[config.mk]
export PLATFORM = sky130hd
export DESIGN_NAME = video_source_arbiter
export DESIGN_NICKNAME = d
export VERILOG_FILES = /design/src/rtl/video_pipeline_pkg.sv /design/src/rtl/video_tag_queue.sv /design/src/rtl/video_source_arbiter.sv
export SDC_FILE = /design/constraint.sdc
export NUM_CORES = 1
export LEC_CHECK = 0
export ABC_AREA = 1
export ABC_CLOCK_PERIOD_IN_PS = 1900
export CORE_ASPECT_RATIO = 0.9
export CORE_MARGIN = 4
export CORE_UTILIZATION = 41
export DETAILED_ROUTE_END_ITERATION = 16
export GPL_TIMING_DRIVEN = 0
export PLACE_DENSITY_LB_ADDON = 0.1
export SYNTH_ARGS = -nofsm -noshare
export SYNTH_HDL_FRONTEND = slang
export SYNTH_SLANG_ARGS = --single-unit
[constraint.sdc]
create_clock -name scalerClock -period 1.9 [get_ports scalerClock]
set_input_delay 0.38 -clock scalerClock [delete_from_list [all_inputs] [get_ports scalerClock]]
set_output_delay 0.38 -clock scalerClock [all_outputs]
set_load 0.03 [all_outputs]
[src/rtl/video_pipeline_pkg.sv]
// Shared video pipeline constants, request geometry helpers and owner IDs.
package video_pipeline_pkg;

    localparam int HACTIVE_BITS   = 11;
    localparam int VACTIVE_BITS   = 11;
    localparam int BITS_PER_PIXEL = 16;

    localparam logic OWNER_A = 1'b0;
    localparam logic OWNER_B = 1'b1;

    typedef enum logic [2:0] {
        IDLE  = 3'b001,
        FETCH = 3'b010,
        HOLD  = 3'b100
    } requestState_t;

    // Request geometry depends on the chunk size chosen by the instantiating block.
    function automatic int chunkNumBits(input int chunkBits);
        return HACTIVE_BITS - chunkBits;
    endfunction

    function automatic int requestBits(input int chunkBits);
        return VACTIVE_BITS + chunkNumBits(chunkBits);
    endfunction

endpackage

[src/rtl/video_tag_queue.sv]
// Show-ahead 1-bit FIFO recording which consumer owns each outstanding chunk.
module video_tag_queue #(
    parameter int ADDR_WIDTH = 2
) (
    input  logic scalerClock,
    input  logic reset,
    input  logic push,
    input  logic pushData,
    input  logic pop,
    output logic headData,
    output logic empty,
    output logic full
);

    localparam int DEPTH = 1 << ADDR_WIDTH;

    logic [DEPTH-1:0]      entries;
    logic [ADDR_WIDTH-1:0] writePtr;
    logic [ADDR_WIDTH-1:0] readPtr;
    logic [ADDR_WIDTH:0]   count;
    logic                  doPush;
    logic                  doPop;

    assign doPop  = pop && !empty;
    assign doPush = push && (!full || doPop);

    always_ff @(posedge scalerClock or posedge reset) begin
        if (reset) begin
            entries  <= '0;
            writePtr <= '0;
            readPtr  <= '0;
            count    <= '0;
        end else begin
            if (doPush) begin
                entries[writePtr] <= pushData;
                writePtr          <= writePtr + 1'b1;
            end
            if (doPop) begin
                readPtr <= readPtr + 1'b1;
            end
            case ({doPush, doPop})
                2'b10:   count <= count + 1'b1;
                2'b01:   count <= count - 1'b1;
                default: count <= count;
            endcase
        end
    end

    // Count never exceeds DEPTH, so its top bit alone marks the full condition.
    assign headData = entries[readPtr];
    assign empty    = (count == '0);
    assign full     = count[ADDR_WIDTH];

endmodule

[src/rtl/video_source_arbiter.sv]
// Round-robin sharing of one video source between consumers A and B, with
// in-order steering of each response chunk back to the consumer that asked for it.
module video_source_arbiter
    import video_pipeline_pkg::*;
#(
    parameter int  CHUNK_BITS     = 5,
    parameter int  TAG_ADDR_WIDTH = 2,
    localparam int REQUEST_BITS   = requestBits(CHUNK_BITS)
) (
    input  logic                      scalerClock,
    input  logic                      reset,
    output logic                      reqAReadEnable,
    output logic                      reqBReadEnable,
    input  logic                      reqAEmpty,
    input  logic                      reqBEmpty,
    input  logic [REQUEST_BITS-1:0]   reqAReadData,
    input  logic [REQUEST_BITS-1:0]   reqBReadData,
    input  logic                      srcRequestReadEnable,
    output logic                      srcRequestEmpty,
    output logic [REQUEST_BITS-1:0]   srcRequestReadData,
    input  logic                      srcResponseWriteEnable,
    output logic                      srcResponseFull,
    input  logic [BITS_PER_PIXEL-1:0] srcResponseWriteData,
    output logic                      respAWriteEnable,
    output logic                      respBWriteEnable,
    input  logic                      respAFull,
    input  logic                      respBFull,
    output logic [BITS_PER_PIXEL-1:0] respWriteData,
    output logic                      overflowError
);

    localparam logic [CHUNK_BITS-1:0] CHUNK_LAST = '1;

    requestState_t             state;
    requestState_t             nextState;
    logic                      grantSelect;
    logic                      grantOwner;
    logic                      lastGrant;
    logic [REQUEST_BITS-1:0]   holdData;
    logic                      holdOwner;
    logic                      requestAccept;
    logic                      tagHead;
    logic                      tagEmpty;
    logic                      tagFull;
    logic                      tagPop;
    logic                      responseAccept;
    logic [CHUNK_BITS-1:0]     pixelCount;

    always_comb begin
        nextState       = state;
        grantSelect     = OWNER_A;
        reqAReadEnable  = 1'b0;
        reqBReadEnable  = 1'b0;
        srcRequestEmpty = 1'b1;
        requestAccept   = 1'b0;
        unique case (state)
            IDLE: begin
                if (!reqAEmpty || !reqBEmpty) begin
                    if (reqAEmpty) begin
                        grantSelect = OWNER_B;
                    end else if (reqBEmpty) begin
                        grantSelect = OWNER_A;
                    end else begin
                        grantSelect = ~lastGrant;
                    end
                    reqAReadEnable = (grantSelect == OWNER_A);
                    reqBReadEnable = (grantSelect == OWNER_B);
                    nextState      = FETCH;
                end
            end
            FETCH: begin
                nextState = HOLD;
            end
            HOLD: begin
                // Holding the request back while the tag queue is full caps outstanding chunks.
                srcRequestEmpty = tagFull;
                if (srcRequestReadEnable && !tagFull) begin
                    requestAccept = 1'b1;
                    nextState     = IDLE;
                end
            end
            default: begin
                nextState = IDLE;
            end
        endcase
    end

    always_ff @(posedge scalerClock or posedge reset) begin
        if (reset) begin
            state              <= IDLE;
            grantOwner         <= OWNER_A;
            lastGrant          <= OWNER_B;
            holdData           <= '0;
            holdOwner          <= OWNER_A;
            srcRequestReadData <= '0;
        end else begin
            state <= nextState;
            if (reqAReadEnable || reqBReadEnable) begin
                grantOwner <= grantSelect;
            end
            if (state == FETCH) begin
                holdData  <= (grantOwner == OWNER_A) ? reqAReadData : reqBReadData;
                holdOwner <= grantOwner;
            end
            if (requestAccept) begin
                srcRequestReadData <= holdData;
                lastGrant          <= holdOwner;
            end
        end
    end

    video_tag_queue #(
        .ADDR_WIDTH(TAG_ADDR_WIDTH)
    ) tagQueue (
        .scalerClock(scalerClock),
        .reset      (reset),
        .push       (requestAccept),
        .pushData   (holdOwner),
        .pop        (tagPop),
        .headData   (tagHead),
        .empty      (tagEmpty),
        .full       (tagFull)
    );

    // Responses are strictly in order: only the head tag's consumer may receive pixels.
    assign srcResponseFull  = tagEmpty || ((tagHead == OWNER_A) ? respAFull : respBFull);
    assign responseAccept   = srcResponseWriteEnable && !srcResponseFull;
    assign respAWriteEnable = responseAccept && (tagHead == OWNER_A);
    assign respBWriteEnable = responseAccept && (tagHead == OWNER_B);
    assign respWriteData    = srcResponseWriteData;
    assign tagPop           = responseAccept && (pixelCount == CHUNK_LAST);

    always_ff @(posedge scalerClock or posedge reset) begin
        if (reset) begin
            pixelCount    <= '0;
            overflowError <= 1'b0;
        end else begin
            if (responseAccept) begin
                pixelCount <= pixelCount + 1'b1;
            end
            if (srcResponseWriteEnable && srcResponseFull) begin
                overflowError <= 1'b1;
            end
        end
    end

endmodule

# Word level (Yosys, flattened, before mapping)
# Cells that the tools add are included.
[word_totals] regBits=57 in_bits=58
[classes] eq_ne=8 n_addsub=5 order_cmp=3 n_mux=22 n_reduce_logical=21 n_bitwise=3
[op_table] operator="$mux W17" count=1
[op_table] operator="$mux W1" count=14
[op_table] operator="$logic_and A1 B1 Y1" count=9
[op_table] operator="$pmux W3 S3" count=1
[op_table] operator="$lt A2 B3 Y1 const B" count=2
[op_table] operator="$mux W3" count=2
[op_table] operator="$pmux W3 S2" count=1
[op_table] operator="$add A5 B1 Y5 const B" count=1
[op_table] operator="$eq A5 B5 Y1 const B" count=1
[op_table] operator="$logic_not A1 Y1" count=5
[op_table] operator="$add A2 B1 Y2 const B" count=2
[op_table] operator="$bwmux W4" count=1
[op_table] operator="$logic_or A1 B1 Y1" count=4
[op_table] operator="$ne A2 B2 Y1 const B" count=2
[op_table] operator="$add A3 B1 Y3 const B" count=1
[op_table] operator="$eq A3 B1 Y1 const B" count=1
[op_table] operator="$eq A3 B2 Y1 const B" count=1
[op_table] operator="$eq A3 B3 Y1 const B" count=1
[op_table] operator="$logic_not A3 Y1" count=1
[op_table] operator="$not A1 Y1" count=3
[op_table] operator="$sub A3 B1 Y3 const B" count=1
[op_table] operator="$bmux W1 S2" count=1
[op_table] operator="$demux W1 S2" count=1
[op_table] operator="$eq A2 B1 Y1 const B" count=1
[op_table] operator="other kinds (4)" count=4

# Longest topological paths before layout
# Gate-level depths: netlist (run 1).
[depth] word_depth=12 mapped_depth=14

# Hierarchy
# From an unflattened synthesis (run 1), not the netlist that was laid out.
[hier_totals] hier_cells=363 hier_area_um2=3070.4
[modules_own_cells] module="video_source_arbiter" cells_per_inst=282 area_per_inst_um2=2392.3 instances=1
[modules_own_cells] module="video_tag_queue" cells_per_inst=81 area_per_inst_um2=678.2 instances=1

# Worst setup path before layout (run 1)
# OpenSTA, ideal clock, no wires.
[synth_timing] kind="register -> register" from="register state[1]" to="register tagQueue.count[2]" stages_incl_launch_ff=13 setup_slack_ns=-0.303 period_less_slack_ns=2.203 arrival_time_ns=2.072 setup_ns=0.131 path_cell_list="dfrtp_1 inv_1 nand3_1 inv_1 nand2_2 nor2_4 inv_1 buf_2 ha_1 fa_1 a21oi_1 o21ai_0 xor2_1"
[synth_between] elab_chain_cells=5 word_cells_on_any_way=7 cone_classes="eq/ne (3); mux (2); reduce/logical (2)"
[synth_lines] item="start, declared" line_no="video_source_arbiter.sv:34" source="requestState_t state;"
[synth_lines] item="start signal, assigned" line_no="video_source_arbiter.sv:97" source="state <= nextState;"
[synth_lines] item="$eq A3 B3 Y1 *" line_no="video_source_arbiter.sv:56" source="unique case (state)"
[synth_lines] item="$mux W1 *" line_no="video_source_arbiter.sv:56"
[synth_lines] item="$logic_and A1 B1 Y1 *" line_no="video_tag_queue.sv:25" source="assign doPush = push && (!full || doPop);"
[synth_lines] item="$eq A2 B1 Y1 / $eq A2 B2 Y1 (equally long branches)" line_no="video_tag_queue.sv:41" source="case ({doPush, doPop})"
[synth_lines] item="$pmux W3 S2 / $reduce_bool A2 Y1 (equally long branches)"
[synth_lines] item="end signal, assigned" line_no="video_tag_queue.sv:42" source="2'b10: count <= count + 1'b1;"
[synth_lines] item="end signal, assigned" line_no="video_tag_queue.sv:43" source="2'b01: count <= count - 1'b1;"
[synth_lines] item="end signal, assigned" line_no="video_tag_queue.sv:44" source="default: count <= count;"
[synth_lines] item="end, declared" line_no="video_tag_queue.sv:20" source="logic [ADDR_WIDTH:0] count;"
# Every way passes the cells marked *; elsewhere a longest branch is shown, timed or not.
# A chain may end at the register's enable or synchronous reset.

# Worst setup path after layout (run 1)
[layout_timing] from="register tagQueue.readPtr[0]" to="register tagQueue.count[1]"
[layout_between] elab_chain_cells=12 word_cells_on_any_way=14 cone_classes="eq/ne (2); mux (4); reduce/logical (8)"
[layout_lines] item="start, declared" line_no="video_tag_queue.sv:19" source="logic [ADDR_WIDTH-1:0] readPtr;"
[layout_lines] item="start signal, assigned" line_no="video_tag_queue.sv:39" source="readPtr <= readPtr + 1'b1;"
[layout_lines] item="$bmux W1 S2 *" line_no="video_tag_queue.sv:50" source="assign headData = entries[readPtr];"
[layout_lines] item="$mux W1 (implied by the code) *" line_no="video_tag_queue.sv:50"
[layout_lines] item="$mux W1 *" line_no="video_source_arbiter.sv:126" source="assign srcResponseFull = tagEmpty || ((tagHead == OWNER_A) ? respAFull : respBFull);"
[layout_lines] item="$logic_or A1 B1 Y1 *" line_no="video_source_arbiter.sv:126"
[layout_lines] item="$logic_not A1 Y1 *" line_no="video_source_arbiter.sv:127" source="assign responseAccept = srcResponseWriteEnable && !srcResponseFull;"
[layout_lines] item="$logic_and A1 B1 Y1 *" line_no="video_source_arbiter.sv:127"
[layout_lines] item="$logic_and A1 B1 Y1 *" line_no="video_source_arbiter.sv:131" source="assign tagPop = responseAccept && (pixelCount == CHUNK_LAST);"
[layout_lines] item="$logic_and A1 B1 Y1 *" line_no="video_tag_queue.sv:24" source="assign doPop = pop && !empty;"
[layout_lines] item="named net tagQueue.doPop" line_no="video_tag_queue.sv:22" source="logic doPop;"
[layout_lines] item="$logic_or A1 B1 Y1" line_no="video_tag_queue.sv:25"
[layout_lines] item="$logic_and A1 B1 Y1" line_no="video_tag_queue.sv:25"
[layout_lines] item="$eq A2 B1 Y1 / $eq A2 B2 Y1 (equally long branches)" line_no="video_tag_queue.sv:41"
[layout_lines] item="$pmux W3 S2 / $reduce_bool A2 Y1 (equally long branches)"
# Mark *: on every way through the listed nets, which the timed path passes. The rest lies on a longest branch. The select of a mux whose other input is x is not followed.

==> results.md, run 1 <==
- Pint: 0.00258 W
- Max_slew headroom: 63.8%
- Setup violators final: 5
- GRT Util Overall: 16.8%
- Post-detailed-route wirelength per cell: 12.2 um
- Worst clock skew: 7.16 ps
- Most frequent cells in the layout: nand2_1 (119), clkdlybuf4s50_1 (74), dfrtp_1 (53)
- HPWL after DPL: ~4600 um
- Yosys cell types: 34
- Compound-Gate Fraction of Synth Area: under 10%
- Ratio of cells with drive above 1 in the final layout: a little over a fifth
- N_diodes: 0
- Crit path kind: reg2reg
- Largest net degree at the start of global routing: 39
- Critical Path Most Common Cell: nand3_1
- DR vias: between 2k and 2.5k
- Layout fillers: between 600 and 700
- Yosys warnings: 0
- Routed wire length: approximately 6300 um
- Synthesized area: about 2800 um2
- Clock net sink count: 57
- Met1 Resource Use GR: between 20% and 30%
- Max VDD drop: roughly 0.49 mV
- Critical path depth: 10
- Clock root cell: clkbuf_8
- Chip height: between 80 and 90 um
- Input/output buffers: 80
- Initial detailed-routing violation count: 48
- Failing checks: setup timing
- Worst min path class: in2async
- Critical-path cell list: nand2_1 > nand3_1 > nand3_1 > nand2_2 > nor2_8 > nand3_4 > inv_2 > ha_4 > fa_2 > mux2_4
- Area share of the largest cell type after synthesis: approximately half
- Max Freq: 480 MHz
- DRT Pass-1 Iters: 4
- Synth Register Bits: 57
- NetSw: about 0.0013 W
- GP Congestion: 0.770
- Worst hold slack: about 380 ps
- CTS max path bufs: 2
- Main combinational cell family by area after synthesis: simple AND/OR/NAND/NOR gates
- CP endpoint kind: flip-flop
- First-pass GRT wire length: 10600 um
- Post-Synthesis Cells: 322
- Reg clk slew, reported paths: ~60 ps
- CTS tree: built
- Net total in the final layout: ~500
- Simple-Gate Fraction of Synth Area: about a quarter
- Tmin final: 2080 ps
- Crit Path Max Fanout: 5
- Number of global-route vias before repair: ~2.3k
- Slew Viols, Final: 0
- Tightest Pin Transition: between 500 and 600 ps
- Switching Share: 33.3%
- Leakage power: ~1.9 nW
- Total global routing overflow: 0
- I/O Pins: a little under 100
- Via density per instance: 4.65
- Final Worst Setup Slack: -182 ps
- Initial antenna violation count: 0
- Adder-cell share of the synthesized area: 3.87%
- Area Overhead vs Synth: 46.0%
- PwrDens: between 900 and 1000 nW/um2
- Worst endpoint data arrival time: around 2300 ps
- RSZ-0062 raised after global routing: true
- Final Util: 61.6%
- Crit-path slowest cell: dfrtp_2
- Startpoint types: flip-flop
- Synth Area per Inst: approximately 8.6 um2
- Core area: approximately 6600 um2
- Post-synth top area cell: dfrtp_1
- Pwr Total: a little under 0.004 W
- GR Util met2: 27.7%
- Clock Power Share: approximately 29%
- Initial core utilization: between 40% and 50%
- Final TNS setup: -715 ps
- Worst skew pair latency: 330 ps
- Comb pwr share: 28.9%
- DIE WIDTH: 94.8 um
- Place WS: -591 ps
- Drt drc: 0
- Status: finished with violations
- WP data required: between 2000 and 2500 ps
- Synth Area in XOR/XNOR: under 10%
- ANT nets after route: 0
- M3 GR Usage: about 5.6%
- Cell Rows: 28
- Multiplexer area fraction after synthesis: less than 1%
- GRT busiest layer: met2
- Hold-fix buffers, CTS: 0
- Most common cell after layout, fill and taps aside: nand2_1
- Slowest stage delay, CP: 430 ps
- Synth Net Count: roughly 390
- Worst r2r path cells: 10
- Die Area: between 8000 and 9000 um2
- Buffers & Inverters on Critical Path: 1
- Max Cap Viol: 0
- Sequential area share after synthesis: between 50% and 60%
- H-Tree Depth: 3
- Worst path top cell family by delay: simple AND/OR/NAND/NOR gates
- Tcrit/Tclk final: 110%
- Fin. Hold Viols: 0
- Synth area leaders: dfrtp_1 (50%), nand2_1 (16%), buf_4 (4.3%)
- TritonCTS Buffers: 9
- Reg power frac: between 40% and 50%
worst paths after layout:
kind | startpoint | end | slack (ps)
setup / recovery | tagQueue.readPtr[0] | tagQueue.count[1] | -180
hold / removal | reset | pixelCount[0] | 380
setup reg to reg | tagQueue.readPtr[0] | tagQueue.count[1] | -180
hold reg to reg | overflowError | overflowError | 460
max in group asynchronous | reset | srcRequestReadData[15] | 990
min in group scalerClock | overflowError | overflowError | 460
flip-flops by register name, summed over array words and instances, names as in the netlist:
signal              cells
grantOwner              1
holdData               17
holdOwner               1
lastGrant               1
overflowError           1
pixelCount              5
srcRequestReadData     17
state                   3
tagQueue.count          3
tagQueue.entries        4
tagQueue.readPtr        2
tagQueue.writePtr       2
timing repair:
action / 4_1_cts / 5_1_grt
buffers inserted: 8 / 2
endpoints found under the setup margin: 8 / 7
resized for setup: 42 / 13
gates cloned: 0 / 0
pin swaps: 8 / 3
power groups by stage:
| stage | clock network, W | registers, W | logic (W) |
|---|---|---|---|
| floorplan | 0 | 0.00163 | 0.000771 |
| CTS | 0.00114 | 0.00164 | 0.00111 |
| global route | 0.00118 | 0.00168 | 0.00130 |
| global placement | 0 | 0.00165 | 0.00107 |
| finish | 0.00111 | 0.00164 | 0.00112 |
| detailed placement | 0 | 0.00166 | 0.00110 |
area by class of cell:
type                    instances  area (um2)  share of cell area [%]
clock inverters                 6        57.6                    1.42
repair buffers                 91         900                    22.2
plain buffers                  27         173                    4.26
inverters                      21        78.8                    1.94
flip-flops and latches         57        1430                    35.3
clock buffers                  10         138                    3.39
multi-input cells             217        1170                    28.8
well taps                      90         113                    2.78
logic make-up after synthesis:
logic type	Yosys count
buf+inv	48
xor+xnor	6
flops	57
compound gates	34
fa+ha+maj	8
mux	1
simple gates	168
per-layer routing:
layer / vias to the layer above / wire length [um]
li1: 1214 / -
met1: 1128 / 2700
met2: 63 / 3170
met3: 7 / 385
met4: 0 / 70
met5: - / 0
Yosys cell counts:
cell	number
a21o_1	1
a21oi_1	2
a21oi_2	1
a31oi_1	17
buf_1	1
buf_2	7
buf_4	16
clkbuf_1	3
clkinv_1	1
dfrtp_1	55
dfstp_2	2
fa_1	1
ha_1	7
inv_1	18
inv_2	2
mux2_2	1
nand2_1	122
nand2_2	4
nand2_4	1
nand3_1	9
nand3_2	2
nand3b_1	1
nand4_1	2
nor2_1	23
nor2_4	2
nor2_8	1
nor3_4	1
o21ai_0	9
o21ai_1	1
o21ai_2	1
o21bai_1	1
o22ai_1	1
xnor2_1	2
xor2_1	4
through the flow:
stage / cell area [um2] / instances
floorplan: 2790 / 322
finish: 4060 / 519
global route: 4060 / 519
CTS: 4010 / 517
detailed placement: 3720 / 493
global placement: 3700 / 492
(Power assumes the default switching activity.)
==> inputs of run 2 (changes only) <==
--- a/config.mk
+++ b/config.mk
@@ -6,13 +6,14 @@
 export NUM_CORES = 1
 export LEC_CHECK = 0
 export ABC_AREA = 1
-export ABC_CLOCK_PERIOD_IN_PS = 1900
+export ABC_CLOCK_PERIOD_IN_PS = 2600
 export CORE_ASPECT_RATIO = 0.9
 export CORE_MARGIN = 4
-export CORE_UTILIZATION = 41
+export CORE_UTILIZATION = 47
 export DETAILED_ROUTE_END_ITERATION = 16
 export GPL_TIMING_DRIVEN = 0
 export PLACE_DENSITY_LB_ADDON = 0.1
+export REMOVE_ABC_BUFFERS = 1
 export SYNTH_ARGS = -nofsm -noshare
 export SYNTH_HDL_FRONTEND = slang
 export SYNTH_SLANG_ARGS = --single-unit
==> constraint.sdc (replaced) <==
create_clock -name scalerClock -period 2.6 [get_ports scalerClock]
set_input_delay 0.52 -clock scalerClock [delete_from_list [all_inputs] [get_ports scalerClock]]
set_output_delay 0.52 -clock scalerClock [all_outputs]
set_load 0.03 [all_outputs]
==> run 2 against run 1 <==
  * The flow now finishes without violations
  * Critical path depth decreased by 5
  * Sequential share of layout area grew 4.3 points
  * Die area shrank 12%
  * Clock power down 23%
  * Global-route usage is 1.9 points higher
  * Count of clock-buffer cells in the layout rose by 4
  * Power is 29% lower
  * Largest cell class unchanged
  * Critical path type is now reg2out
==> results.md, run 2 (synthesis gave the netlist of run 1 again) <==
- Core area: 5690 um2
- Crit Path Max Fanout: 3
- Initial core utilization: between 40% and 50%
- Regs by FF count: holdData: 17 flops, srcRequestReadData: 17 flops, pixelCount: 5 flops
- CP endpoint kind: output port
- Post-detailed-route wirelength per cell: about 13 um
- RSZ-0062 raised after global routing: false
- GP Congestion: 0.715
- Routed wire length: 6060 um
- Number of global-route vias before repair: between 2k and 2.5k
- Area Overhead vs Synth: 29.8%
- DRT Pass-1 Iters: 5
- Cell Rows: 26
- Worst min path class: reg2reg
- Total global routing overflow: 0
- Reg clk slew, reported paths: roughly 60 ps
- ANT nets after route: 0
- Startpoint types: flip-flop
- Tmin final: around 2400 ps
- Initial antenna violation count: 0
- Largest net degree at the start of global routing: 38
- H-Tree Depth: 3
- Max_slew headroom: between 15 and 20%
- Most common cell after layout, fill and taps aside: nand2_1
- Hold-fix buffers, CTS: 0
- Final Util: a little under two thirds
- Initial detailed-routing violation count: 73
- I/O Pins: between 90 and 100
- Tightest Pin Transition: approximately 1200 ps
- Worst endpoint data arrival time: between 1500 and 2000 ps
- Tcrit/Tclk final: 91.7%
- Most frequent cells in the layout: nand2_1 (122), clkdlybuf4s50_1 (60), dfrtp_1 (55)
- Leakage power: around 1.8 nW
- Input/output buffers: 65
- DR vias: about 2.2k
- Fin. Hold Viols: 0
- First-pass GRT wire length: roughly 10000 um
- HPWL after DPL: ~4000 um
- Clock root cell: clkbuf_8
- TritonCTS Buffers: 9
- Setup violators final: 0
- Max VDD drop: 0.409 mV
- Clock net sink count: 57
- Max Freq: approximately 420 MHz
- Drt drc: 0
- Die Area: roughly 7200 um2
- Crit path kind: reg2out
- Chip height: ~81 um
- Worst skew pair latency: roughly 340 ps
- Status: finished clean
- Worst clock skew: 7.54 ps
- WP data required: around 2100 ps
- N_diodes: 0
- Slew Viols, Final: 0
- CTS tree: built
- GRT Util Overall: roughly a fifth
- Ratio of cells with drive above 1 in the final layout: between 10% and 20%
- DIE WIDTH: roughly 90 um
- Net total in the final layout: between 400 and 500
- Via density per instance: roughly 4.8
- PwrDens: around 760 nW/um2
- CTS max path bufs: 2
- Pwr Total: approximately 0.0027 W
- Max Cap Viol: 0
run 2: cell types whose count changed in the layout (fill, tap and decap cells not counted), moves of 3 or more:
cell	change
clkinv_2	-3
buf_2	-6
buf_4	-25
nand2_1	+3
inv_2	-3
clkdlybuf4s50_1	-14
buf_6	-4
ha_1	+3
run 2: where the power goes:
part	internal, W	switching [W]
clock	0.000520	0.000339
sequential	0.00109	0.000155
combinational	0.000270	0.000363
total	0.00188	0.000857
run 2: routing by layer:
layer	routed length [um]	vias to the layer above	part of all wire, %	GRT usage (%)
met2	2780	78	46	30.4
met1	2640	987	44	21.3
met4	101	0	1.7	7.29
li1	-	1113	-	-
met3	537	13	8.9	8.72
met5	0	-	0	2.27
run 2: path summary, 6_finish.rpt:
| path | start | end | slack, ps | cells past startpoint |
|---|---|---|---|---|
| setup / recovery | state[0] | srcRequestEmpty | 220 | 5 |
| min in group asynchronous | reset | tagQueue.count[2] | 590 | 2 |
| hold / removal | overflowError | overflowError | 460 | 1 |
| setup reg to reg | tagQueue.readPtr[0] | tagQueue.count[2] | 290 | 14 |
| hold reg to reg | overflowError | overflowError | 460 | 1 |
| max in group asynchronous | reset | srcRequestReadData[4] | 1440 | 3 |
run 2: cell type report:
cell class | count | area (um2)
Fill cell | 498 | 2090
Sequential cell | 57 | 1430
Multi-Input combinational cell | 218 | 1110
Timing Repair Buffer | 69 | 687
Clock buffer | 14 | 173
Tap cell | 70 | 87.6
Inverter | 21 | 82.6
Clock inverter | 2 | 35.0
Timing Repair inverter | 1 | 5.00
run 2: stage by stage:
stage | instances | setup slack (ps) | hold slack [ps] | TNS (ps) | cell area, um2
floorplan | 295 | 35.6 | 442 | 0 | 2610
global placement | 430 | -764 | 440 | -23890 | 3350
detailed placement | 431 | -772 | 449 | -1860 | 3370
CTS | 450 | 8.17 | 463 | 0 | 3590
global route | 452 | 42.1 | 481 | 0 | 3610
finish | 452 | 216 | 458 | 0 | 3610
run 2: what timing repair did:
item / in CTS / in global routing
resized for setup: 4 / 6
hold endpoints to repair: 0 / 0
setup endpoints to repair: 5 / 5
setup buffers: 1 / 2
gates cloned: 2 / 0
pin swaps: 1 / 1
run 2: critical path, stage by stage, from the launching register on:
cell,delay (ps)
dfstp_2,550
inv_1,60
nand3_1,60
inv_1,60
nand2_2,120
clkdlybuf4s50_1,690
==> inputs of run 3 (changes only) <==
--- a/config.mk
+++ b/config.mk
@@ -9,7 +9,7 @@
 export ABC_CLOCK_PERIOD_IN_PS = 2600
 export CORE_ASPECT_RATIO = 0.9
 export CORE_MARGIN = 4
-export CORE_UTILIZATION = 47
+export CORE_UTILIZATION = 30
 export DETAILED_ROUTE_END_ITERATION = 16
 export GPL_TIMING_DRIVEN = 0
 export PLACE_DENSITY_LB_ADDON = 0.1
==> run 3 against run 2 <==
  * Clock power rose by 1%
  * Cell area rose by 3.2%
  * Worst setup slack got worse by 83 ps
  * Die area rose by 51%
  * Flip-flop and latch count did not move
  * First-iteration DRC count fell by 41%
  * Sequential power barely moved
  * Clock skew rose by 0.97 ps
  * Power rose by 1.7%
  * Count of clock-buffer cells in the layout fell by 1
  * Largest power group unchanged
==> results.md, run 3 (synthesis gave the netlist of run 1 again) <==
- Initial core utilization: a little under a third
- TritonCTS Buffers: 9
- Most common cell after layout, fill and taps aside: nand2_1
- Ratio of cells with drive above 1 in the final layout: 12.0%
- Die Area: 10900 um2
- Slowest stage delay, CP: approximately 680 ps
- Input/output buffers: between 60 and 70
- Net total in the final layout: about 450
- Reg-to-reg startpoint: state[1]
- Worst reg2reg path endpoint: tagQueue.count[2]
- Total global routing overflow: 0
- Status: finished clean
- CTS max path bufs: 2
- WP data required: 2080 ps
- Final Instance Count excl. Fillers: around 510
- Setup violators final: 0
- Core area: just over 9000 um2
- Critical Path End: reqAReadEnable
- Crit path kind: reg2out
- Chip height: a little under 100 um
- Critical-path cell list: inv_1 > nor2_1 > nand2_1 > nor2_1 > clkdlybuf4s50_1
- Number of global-route vias before repair: 2201
- Tmin final: between 2000 and 2500 ps
- Worst path top cell family by delay: buffers and inverters
- Clock net sink count: 57
- Drt drc: 0
- Max Cap Viol: 0
- DRT Pass-1 Iters: 4
- Initial detailed-routing violation count: 43
- Hold-fix buffers, CTS: 0
- Post-route cell area: 3720 um2
- First-pass GRT wire length: 10700 um
- Area Overhead vs Synth: 33.9%
- Clock Power Share: a little under a third
- Tcrit/Tclk final: around 95%
- Max VDD drop: 0.231 mV
- Startpoint types: flip-flop
- Crit-path slowest cell: clkdlybuf4s50_1
- PwrDens: between 700 and 800 nW/um2
- Pint: approximately 0.0019 W
- Via density per instance: 4.31
- Leakage power: 1.77 nW
- DP Cell Count: between 400 and 500
- GRT Util Overall: around 13%
- Cell Rows: 33
- Worst min path class: reg2reg
- HPWL after DPL: about 4200 um
- Post-DP Area: between 3000 and 4000 um2
- CP endpoint kind: output port
- I/O Pins: 98
- Comb pwr share: between 20% and 30%
- Critical Path Most Common Cell: nor2_1
- Slew Viols, Final: 0
- Critical Path Source: state[0]
- Switching Share: between 30% and 40%
- Crit Path Max Fanout: 6
- Buffers & Inverters on Critical Path: 2
- Worst skew pair latency: 320 ps
- CTS tree: built
- Clock root cell: clkbuf_8
- H-Tree Depth: 3
- Worst r2r path cells: 11
- Reg clk slew, reported paths: approximately 60 ps
- Largest net degree at the start of global routing: 41
- NetSw: about 0.00086 W
- N_diodes: 0
- DIE WIDTH: roughly 110 um
- Worst R2R Setup Slack: roughly 330 ps
- Regs by FF count: holdData: 17 flops, srcRequestReadData: 17 flops, pixelCount: 5 flops
- Worst endpoint data arrival time: 1950 ps
- Initial antenna violation count: 0
- RSZ-0062 raised after global routing: false
- Tightest Pin Transition: about 700 ps
- ANT nets after route: 0
- Max Freq: around 410 MHz
- Post-detailed-route wirelength per cell: between 10 and 15 um
- Worst clock skew: around 8.5 ps
- Fin. Hold Viols: 0
- DR vias: roughly 2.2k
- Critical path depth: 5
- Reg power frac: 44.6%
- GP Congestion: a little over 0.7
- Most frequent cells in the layout: nand2_1 (122), clkdlybuf4s50_1 (61), dfrtp_1 (54)
- Max_slew headroom: about 55%
- Routed wire length: between 6000 and 7000 um
## run 3: how the worst min path moves through the flow
stage / to / start / cells past startpoint
2_1_floorplan: pixelCount[3] / pixelCount[3] / 2
3_3_place_gp: overflowError / overflowError / 1
4_1_cts: overflowError / overflowError / 1
5_1_grt: overflowError / overflowError / 1
3_5_place_dp: overflowError / overflowError / 1
6_report: overflowError / overflowError / 1
## run 3: what timing repair did
| action | in CTS | in global routing |
|---|---|---|
| gates resized for setup | 3 | 11 |
| setup endpoints to repair | 4 | 6 |
| gates cloned | 2 | 0 |
| buffers inserted | 1 | 3 |
| pin swaps | 1 | 1 |
## run 3: layout make-up
class	count	area, um2
Timing Repair Buffer	71	728
Timing Repair inverter	1	5.00
Clock buffer	13	179
Clock inverter	2	35.0
Fill cell	946	5360
Inverter	21	82.6
Multi-Input combinational cell	218	1110
Tap cell	122	153
Sequential cell	57	1430
## run 3: power by group through the flow
| stage | Sequential [W] | Clock, W | Combinational [W] |
|---|---|---|---|
| 2_1_floorplan | 0.00122 | 0 | 0.000461 |
| 3_3_place_gp | 0.00126 | 0 | 0.000650 |
| 3_5_place_dp | 0.00126 | 0 | 0.000657 |
| 4_1_cts | 0.00125 | 0.000898 | 0.000658 |
| 5_1_grt | 0.00128 | 0.000938 | 0.000781 |
| 6_report | 0.00124 | 0.000868 | 0.000672 |
## run 3: per-layer routing
metal,track usage [%],part of all wire [%],vias to the layer above
met3,5.91,9.8,7
met4,4.89,0.92,0
met2,19.5,45,74
li1,-,-,1117
met5,0,0,-
met1,16.0,44,978
## run 3: stage by stage
step / worst slack [ps] / utilization [%] / TNS [ps] / hold WS [ps] / total power, W
final: 133 / 41.0 / 0 / 455 / 0.00278
after global routing: 14.6 / 41.0 / 0 / 470 / 0.00299
after floorplan: 35.6 / - / 0 / 442 / 0.00168
after detailed placement: -869 / 37.8 / -2220 / 445 / 0.00192
after global placement: -878 / 37.6 / -32900 / 440 / 0.00191
after CTS: 3.63 / 40.4 / 0 / 458 / 0.00280
## run 3: worst register-to-register path, stage by stage (launching register included)
cell and delay [ps]:
dfrtp_1 360, inv_1 120, nand3_1 90, inv_1 80, nand2_2 110, nor2_4 210
clkinvlp_4 160, ha_1 230, fa_1 380, a21oi_1 140, o21ai_0 110, xor2_1 150
